==> src/rtl/decoder_pkg.sv <==
// Shared types and helpers for the registered one-hot decoder family.
package decoder_pkg;

    localparam int MAX_OUTS = 256;

    typedef enum logic [1:0] {
        MODE_STATIC = 2'd0,
        MODE_SCAN   = 2'd1,
        MODE_PULSE  = 2'd2,
        MODE_RSVD   = 2'd3
    } mode_t;

    typedef enum logic [1:0] {
        ST_HOLD     = 2'd0,
        ST_SCANNING = 2'd1,
        ST_PULSED   = 2'd2
    } fsm_t;

    // Bit idx set when idx < width; all zero otherwise, so out-of-range never decodes.
    function automatic logic [MAX_OUTS-1:0] onehot(input int unsigned idx, input int unsigned width);
        logic [MAX_OUTS-1:0] v;
        v = '0;
        if (idx < width && idx < MAX_OUTS) v[idx[7:0]] = 1'b1;
        return v;
    endfunction

endpackage

==> src/rtl/decoder_n.sv <==
// Combinational N-to-OUTS one-hot decode with enable; selects >= OUTS give all zero.
module decoder_n
    import decoder_pkg::*;
#(
    parameter int N    = 3,
    parameter int OUTS = 8
) (
    input  logic            en,
    input  logic [N-1:0]    sel,
    output logic [OUTS-1:0] out
);

    always_comb begin
        out = en ? OUTS'(onehot(32'(sel), 32'(OUTS))) : '0;
    end

endmodule

==> src/rtl/decoder_scan.sv <==
// Registered one-hot decoder with static hold, dwell-timed auto-scan and single-cycle pulse modes.
module decoder_scan
    import decoder_pkg::*;
#(
    parameter int N     = 3,
    parameter int OUTS  = 8,
    parameter int DWELL = 4
) (
    input  logic            clk,
    input  logic            rst,
    input  logic            ena,
    input  mode_t           mode,
    input  logic [N-1:0]    in,
    input  logic            load,
    output logic [OUTS-1:0] out,
    output logic [N-1:0]    idx,
    output logic            wrap,
    output logic            err
);

    localparam int DW = $clog2(DWELL + 1);
    localparam logic [N-1:0]  LAST_IDX  = N'(OUTS - 1);
    localparam logic [DW-1:0] LAST_DWELL = DW'(DWELL - 1);

    if (OUTS > (1 << N) || OUTS < 2 || DWELL < 1) begin : g_bad_params
        $fatal(1, "decoder_scan: illegal N/OUTS/DWELL combination");
    end

    fsm_t          state_q, state_d;
    logic [N-1:0]  idx_q, idx_d;
    logic [DW-1:0] dwell_q, dwell_d;
    logic          active_q, active_d;
    logic          wrap_q, wrap_d;
    logic          err_q, err_d;
    logic          in_ok;
    logic          load_ok;

    assign in_ok = ({1'b0, in} < (N+1)'(OUTS));

    always_comb begin
        state_d  = state_q;
        idx_d    = idx_q;
        dwell_d  = dwell_q;
        active_d = active_q;
        wrap_d   = 1'b0;
        err_d    = 1'b0;
        load_ok  = load && in_ok;
        // With ena low everything holds and the strobes stay quiet.
        if (ena) begin
            err_d = load && !in_ok;
            unique case (mode)
                MODE_SCAN: begin
                    state_d  = ST_SCANNING;
                    active_d = 1'b1;
                    if (load_ok) begin
                        idx_d   = in;
                        dwell_d = '0;
                    end else if (state_q != ST_SCANNING) begin
                        dwell_d = '0;
                    end else if (dwell_q == LAST_DWELL) begin
                        dwell_d = '0;
                        if (idx_q == LAST_IDX) begin
                            idx_d  = '0;
                            wrap_d = 1'b1;
                        end else begin
                            idx_d = idx_q + 1'b1;
                        end
                    end else begin
                        dwell_d = dwell_q + 1'b1;
                    end
                end
                MODE_PULSE: begin
                    // active lives exactly one cycle per legal load.
                    state_d  = ST_PULSED;
                    active_d = load_ok;
                    if (load_ok) idx_d = in;
                end
                default: begin
                    state_d = ST_HOLD;
                    if (load_ok) begin
                        idx_d    = in;
                        active_d = 1'b1;
                    end
                end
            endcase
        end
    end

    always_ff @(posedge clk or negedge rst) begin
        if (!rst) begin
            state_q  <= ST_HOLD;
            idx_q    <= '0;
            dwell_q  <= '0;
            active_q <= 1'b0;
            wrap_q   <= 1'b0;
            err_q    <= 1'b0;
        end else begin
            state_q  <= state_d;
            idx_q    <= idx_d;
            dwell_q  <= dwell_d;
            active_q <= active_d;
            wrap_q   <= wrap_d;
            err_q    <= err_d;
        end
    end

    decoder_n #(.N(N), .OUTS(OUTS)) u_dec (
        .en  (ena && active_q),
        .sel (idx_q),
        .out (out)
    );

    assign idx  = idx_q;
    assign wrap = wrap_q;
    assign err  = err_q;

endmodule

==> config.mk <==
export PLATFORM = sky130hd
export DESIGN_NAME = decoder_scan
export DESIGN_NICKNAME = d
export VERILOG_FILES = /design/src/rtl/decoder_pkg.sv /design/src/rtl/decoder_n.sv /design/src/rtl/decoder_scan.sv
export SDC_FILE = /design/constraint.sdc
export NUM_CORES = 1
export LEC_CHECK = 0
export CAP_MARGIN = 15
export CORE_MARGIN = 2
export CORE_UTILIZATION = 42
export DETAILED_ROUTE_END_ITERATION = 16
export GPL_TIMING_DRIVEN = 0
export PLACE_DENSITY = 0.73
export REMOVE_ABC_BUFFERS = 1
export SLEW_MARGIN = 20
export SYNTH_ARGS = -nofsm -noshare
export SYNTH_HDL_FRONTEND = slang
export SYNTH_SLANG_ARGS = --single-unit
export TNS_END_PERCENT = 100
==> constraint.sdc <==
create_clock -name clk -period 2.34 [get_ports clk]
set_clock_uncertainty 0.2 [all_clocks]
set_input_delay 0.234 -clock clk [delete_from_list [all_inputs] [get_ports clk]]
set_output_delay 0.234 -clock clk [all_outputs]
set_load 0.01 [all_outputs]
# ---- After elaboration in Yosys (flattened, before gate mapping)
# Index checks and enable logic that the tools add are counted.
dict set report totals {
  regBits 10
  in_bits 9
  out_inout_bits 13
  elab_cells 44
}
dict set report op_classes {
  addsub 2
  order_cmp 2
  n_eq_ne 6
  muxes 21
  n_reduce_logical 8
}
# operator count
set ops {}
lappend ops {{3-bit two-way mux} 9}
lappend ops {{3-bit by 9-bit less-than comparator with 1-bit output, second input constant} 1}
lappend ops {{1-bit two-way mux} 8}
lappend ops {{8-bit two-way mux} 1}
lappend ops {{3-bit by 1-bit adder with 3-bit output, second input constant} 2}
lappend ops {{2-bit one-hot mux with 2 select lines} 1}
lappend ops {{2-bit AND reduction} 2}
lappend ops {{4-bit AND reduction} 1}
lappend ops {{2-bit nonzero test} 2}
lappend ops {{1-bit demux with 3-bit select} 1}
lappend ops {{3-bit by 2-bit == test with 1-bit output, second input constant} 1}
lappend ops {{3-bit == test, second input constant} 1}
lappend ops {{3-bit by 1-bit greater-or-equal comparator with 1-bit output, second input constant} 1}
lappend ops {{3-bit nonzero test} 1}
lappend ops {{2-bit by 1-bit == test with 1-bit output, second input constant} 1}
lappend ops {{2-bit == test, second input constant} 1}
lappend ops {{1-bit logical AND} 2}
lappend ops {{2-bit by 1-bit != test with 1-bit output, second input constant} 1}
lappend ops {{2-bit != test, second input constant} 1}
lappend ops {{1-bit one-hot mux with 2 select lines} 1}

# ---- Longest topological paths before layout
dict set report depth {
  depth_word 7
  depth_mapped 5
  mapped_depth_nobuf 5
}

# ---- By module
# Synthesis repeated with hierarchy kept, for this count alone.
dict set report unflattened {
  hier_cells 56
  hier_area_um2 670.6
}
# module instances cells_each area_per_inst_um2 seq_area_each_um2
set modules_own_cells {}
lappend modules_own_cells {decoder_scan 1 48 574.3 250.2}
lappend modules_own_cells {decoder_n 1 8 96.3 0.0}

# ---- Worst setup path before layout
# OpenSTA, ideal clock, no wires.
dict set report synth_path {
  path_type {reg-to-reg}
  from {reg idx_q[0] (netlist: idx[0])}
  to {reg idx_q[2] (netlist: idx[2])}
  setup_time_ps 125
  arrival_time_ps 1465
  required_time_ps 2015
  path_slack_ps 550
  path_stages_with_launch 5
  path_buffers 0
  synth_period_minus_slack_ps 1790
  path_cell_list {dfrtp_1 > ha_1 > ha_1 > mux2_1 > mux2_2}
}
dict set report synth_between {
  elab_chain_len 6
  word_cells_on_any_way 7
}
# element line_no
set synth_lines {}
lappend synth_lines {{from (decl)} decoder_scan.sv:30} ;# logic [N-1:0] idx_q, idx_d;
lappend synth_lines {{from (signal assigned)} decoder_scan.sv:99} ;# idx_q <= idx_d;
lappend synth_lines {{3-bit by 1-bit adder with 3-bit output or 3-bit == test (tied branches)} {decoder_scan.sv:66, decoder_scan.sv:62}}
lappend synth_lines {{3-bit two-way mux *} decoder_scan.sv:62} ;# if (idx_q == LAST_IDX) begin
lappend synth_lines {{3-bit two-way mux *} decoder_scan.sv:60} ;# end else if (dwell_q == LAST_DWELL) begin
lappend synth_lines {{3-bit two-way mux *} decoder_scan.sv:58} ;# end else if (state_q != ST_SCANNING) begin
lappend synth_lines {{3-bit two-way mux *} decoder_scan.sv:55} ;# if (load_ok) begin
lappend synth_lines {{3-bit two-way mux *} -}
# Mark *: on every way between the ends. The rest lies on a longest branch, timed or not. The select of a mux whose other input is x is not followed.
# A chain may end at the register's enable or synchronous reset.

# ---- Worst setup path after layout
dict set report layout_path {
  from {reg idx_q[2] (netlist: idx[2])}
  to {out out[0]}
}
dict set report layout_between {
  elab_chain_len 5
  word_cells_on_any_way 6
}
# element line_no
set layout_lines {}
lappend layout_lines {{3-bit by 9-bit less-than comparator with 1-bit output (implied by the code) or 3-bit by 1-bit greater-or-equal comparator with 1-bit output (tied branches)} decoder_pkg.sv:23} ;# if (idx < width && idx < MAX_OUTS) v[idx[7:0]] = 1'b1;
lappend layout_lines {{1-bit logical AND (implied by the code)} decoder_pkg.sv:23}
lappend layout_lines {{1-bit two-way mux (implied by the code)} decoder_pkg.sv:23}
lappend layout_lines {{1-bit demux with 3-bit select *} -}
lappend layout_lines {{8-bit two-way mux *} decoder_n.sv:14} ;# out = en ? OUTS'(onehot(32'(sel), 32'(OUTS))) : '0;
lappend layout_lines {{to (decl)} decoder_scan.sv:15} ;# output logic [OUTS-1:0] out,
# Mark *: on every way between the ends. The rest lies on a longest branch, timed or not.

==> metrics.yaml <==
detailed_routing:
  vias: 497
  dr.first_iter.drc_count: 11
  detail_route.drc_violations: 0
  wl_per_cell_um: 11.9
  vias_per_cell: 5.12
  routed_wirelength_um: 1150
  final_antenna_net_count: 0
  firstDrtPassIters: 4
global_route:
  met2_usage_pct: 21.9
  initial_antenna_violation_count: 0
  grt_usage_pct: 14.8
  gr-usage-met3_pct: 4.35
  residual_overflow_from_global_routing: 0
  maximum_number_of_pins_on_one_net_before_global_route_repair: 11
  met1_track_demand_over_resource_pct: 19.3
  global_route.peak_usage_layer: "met2"
  grt_first_pass_wirelength_um: 1940
  vias_in_the_first_global_route: 437
clock_tree:
  clock_tree.buffer_depth: 2
  clock_tree.root_cell: "sky130_fd_sc_hd__clkbuf_4"
  source_to_sink_clock_delay_at_the_later_pin_of_the_worst_skew_pair_ps: 270
  post_cts_buffers: 0
  cts.htree.levels: 1
  count_of_clock_tree_sinks: 10
  tritoncts: "done"
  clock_slew_at_the_register_clock_pins_of_the_worst_setup_and_hold_paths_ps: 70
  clock_buffers_created_by_tritoncts: 3
logic_synthesis:
  synth-edff-count: 0
  synth-seq-cells: 10
  synthesis.instances: 60
  ys_dominant_reg_cell: "sky130_fd_sc_hd__dfrtp_1"
  yosysWarningCount: 0
  synth_area_per_cell_um2: 9.99
  ys_top_cells_by_area: "sky130_fd_sc_hd__dfrtp_1 (42%), sky130_fd_sc_hd__nor2_1 (6.9%), sky130_fd_sc_hd__ha_1 (6.3%), sky130_fd_sc_hd__mux2_1 (5.6%), sky130_fd_sc_hd__mux2_2 (5.6%)"
  synthDominantAreaCellType: "sky130_fd_sc_hd__dfrtp_1"
  cell_with_the_most_instances_after_synthesis: "sky130_fd_sc_hd__nor2_1"
  synth_sequential_area_ratio_pct: 41.8
  synth.cells.most_frequent: "sky130_fd_sc_hd__nor2_1 (11), sky130_fd_sc_hd__dfrtp_1 (10)"
  synth_cell_types: 25
  synthDominantCellAreaShare_pct: 41.8
  syn_area_um2: 599
  async_reset_ff_share_pct: 100
worst_setup_path:
  crit_required_ps: 1910
  timing.setup.critical_path_class: "reg -> out"
  sort_of_element_at_the_end_of_the_critical_path: "output pin"
  timing.critical_path.slowest_stage_cell: "sky130_fd_sc_hd__clkdlybuf4s50_1"
  worstPathCellList: "nand3b_1, nor3_1, clkdlybuf4s50_1"
  critical_path.reg2reg.endpoint: "idx[2]"
  arrival_ps: 1680
  worst-r2r-setup-slack_ps: 530
  start_kind: "flip-flop"
  critPathMaxStageDelay_ps: 570
  worst-path-max-fanout: 5
  reg2regPathDepth: 4
  critical_register_to_register_path_startpoint: "idx[0]"
power_and_ir_drop:
  power_switching_share_pct: 28.4
  net-switching-power_w: 0.000145
  p_total_w: 0.000512
  power.share.sequential_pct: 42.0
  power.internal_w: 0.000366
  combinational_power_share_pct: 27.5
  p_leak_nw: 0.381
  ir_drop_mv: 0.387
  power_density_nw_per_um2: 606
  pwr-share-clk_pct: 30.5
timing:
  layout_worst_path_cycle_share_pct: 90.4
  grt_setup_unrepaired: "no"
  setup_viol: 0
  tns_ps: 0
  post-route-min-period_ps: 2120
  hold_viol_final: 0
  fmax_ghz: 0.473
  fin_ws_ps: 225
  timing_max_transition_violations_final: 0
floorplanning:
  width_of_the_chip_um: 41.8
  dieHeight_um: 41.8
  placeableCoreArea_um2: 1320
  top_level_ports: 22
  design.die.area_um2: 1750
  rows: 13
  floorplan.initialDensity_pct: 45.5
final_layout:
  areaGrowthSynthToFinish_pct: 40.9
  antenna-diode-count: 0
  final_nets: 95
  post_route_cells_drive_above_1_share_pct: 12.2
place:
  dpl.hpwl_um: 902
  finalWeightedCongestion: 0.704
  pre_cts_slack_ps: 46.1
  port_buffers: 20
flow_run:
  max_cap_viol_count: 0
worst_hold_path:
  hold_path_class: "in -> async"
outcome:
  run_status: "finished, final reports clean"
## power groups by stage
| stage | Sequential, W | Combinational, W | Clock [W] |
|---|---|---|---|
| after global routing | 0.000218 | 0.000157 | 0.000171 |
| final | 0.000215 | 0.000141 | 0.000156 |
| after global placement | 0.000217 | 0.000139 | 0 |
| after floorplan | 0.000218 | 0.0000657 | 0 |
| after CTS | 0.000215 | 0.000143 | 0.000159 |
| after detailed placement | 0.000219 | 0.000141 | 0 |
## critical path, delay by kind of cell, from the launching register on
| kind | cells | cell delay, ps |
|---|---|---|
| buf+inv | 1 | 570 |
| flops | 1 | 420 |
| simple gates | 2 | 420 |
## metrics by stage
stage          utilization [%]  instances  cell area (µm²)  hold slack (ps)
2_1_floorplan                -         58              587             -262
3_3_place_gp              61.2         93              806              271
3_5_place_dp              61.2         93              806              277
4_1_cts                   63.9         97              842             95.2
5_1_grt                   64.1         97              845              115
6_report                  64.1         97              845             69.7
## logic make-up (layout without fill, tap and decap cells)
kind of cell	after synthesis	count (layout)	share of synthesized area (%)
and+or+nand+nor	26	26	25.7
DFF	10	10	41.8
AOI/OAI and AO/OA	9	9	10.4
muxes	6	6	11.3
buffers and inverters	5	27	3.97
adders and majority gates	3	3	6.26
other	1	1	0.626
## sequential cells by signal, indices dropped and copies added, names as in the netlist
name	count
dwell_q	3
idx	3
state_q	2
active_q	1
wrap	1
## how the worst max path moves through the flow
stage	start	to	slack [ps]	depth (start not counted)
after global placement	ena	out[0]	80	4
after CTS	ena	out[0]	60	4
after detailed placement	ena	out[0]	50	4
final	idx[2]	out[0]	220	3
after global routing	idx[2]	out[0]	150	3
after floorplan	idx[0]	idx[2]	550	4
## metal layers
metal,routed length (µm),vias up
li1,-,255
met1,545,222
met2,511,15
met3,70,5
met4,26,0
met5,0,-
## repair_timing
| action | 4_1_cts | 5_1_grt |
|---|---|---|
| resized for setup | 0 | 1 |
| endpoints found under the setup margin | 0 | 2 |
| hold buffers | 0 | 0 |
## cell usage in the layout, fill, tap and decap left out
master                             n
sky130_fd_sc_hd__clkdlybuf4s50_1  19
sky130_fd_sc_hd__nor2_1           11
sky130_fd_sc_hd__dfrtp_1          10
sky130_fd_sc_hd__inv_1             3
sky130_fd_sc_hd__o21ai_0           3
sky130_fd_sc_hd__mux2_1            3
sky130_fd_sc_hd__mux2_2            3
sky130_fd_sc_hd__ha_1              3
sky130_fd_sc_hd__clkbuf_4          3
sky130_fd_sc_hd__nand3_1           2
sky130_fd_sc_hd__nor3_1            2
sky130_fd_sc_hd__nand3b_1          2
sky130_fd_sc_hd__nand2_1           2
sky130_fd_sc_hd__nand2b_1          2
sky130_fd_sc_hd__a22o_1            2
sky130_fd_sc_hd__nand3b_4          1
sky130_fd_sc_hd__or3_1             1
sky130_fd_sc_hd__nor2b_1           1
sky130_fd_sc_hd__and3_1            1
sky130_fd_sc_hd__nor3b_4           1
sky130_fd_sc_hd__o21ai_2           1
sky130_fd_sc_hd__o21a_1            1
sky130_fd_sc_hd__a21oi_1           1
sky130_fd_sc_hd__o22a_1            1
sky130_fd_sc_hd__conb_1            1
sky130_fd_sc_hd__clkbuf_8          1
sky130_fd_sc_hd__dlymetal6s2s_1    1
## layout make-up
| type | instances | area (µm²) |
|---|---|---|
| Clock buffer | 4 | 36.3 |
| Fill cell | 101 | 473 |
| Inverter | 3 | 11.3 |
| Multi-Input combinational cell | 45 | 325 |
| Sequential cell | 10 | 250 |
| Tap cell | 15 | 18.8 |
| Timing Repair Buffer | 20 | 203 |
Power figures use the tool's default switching activity.
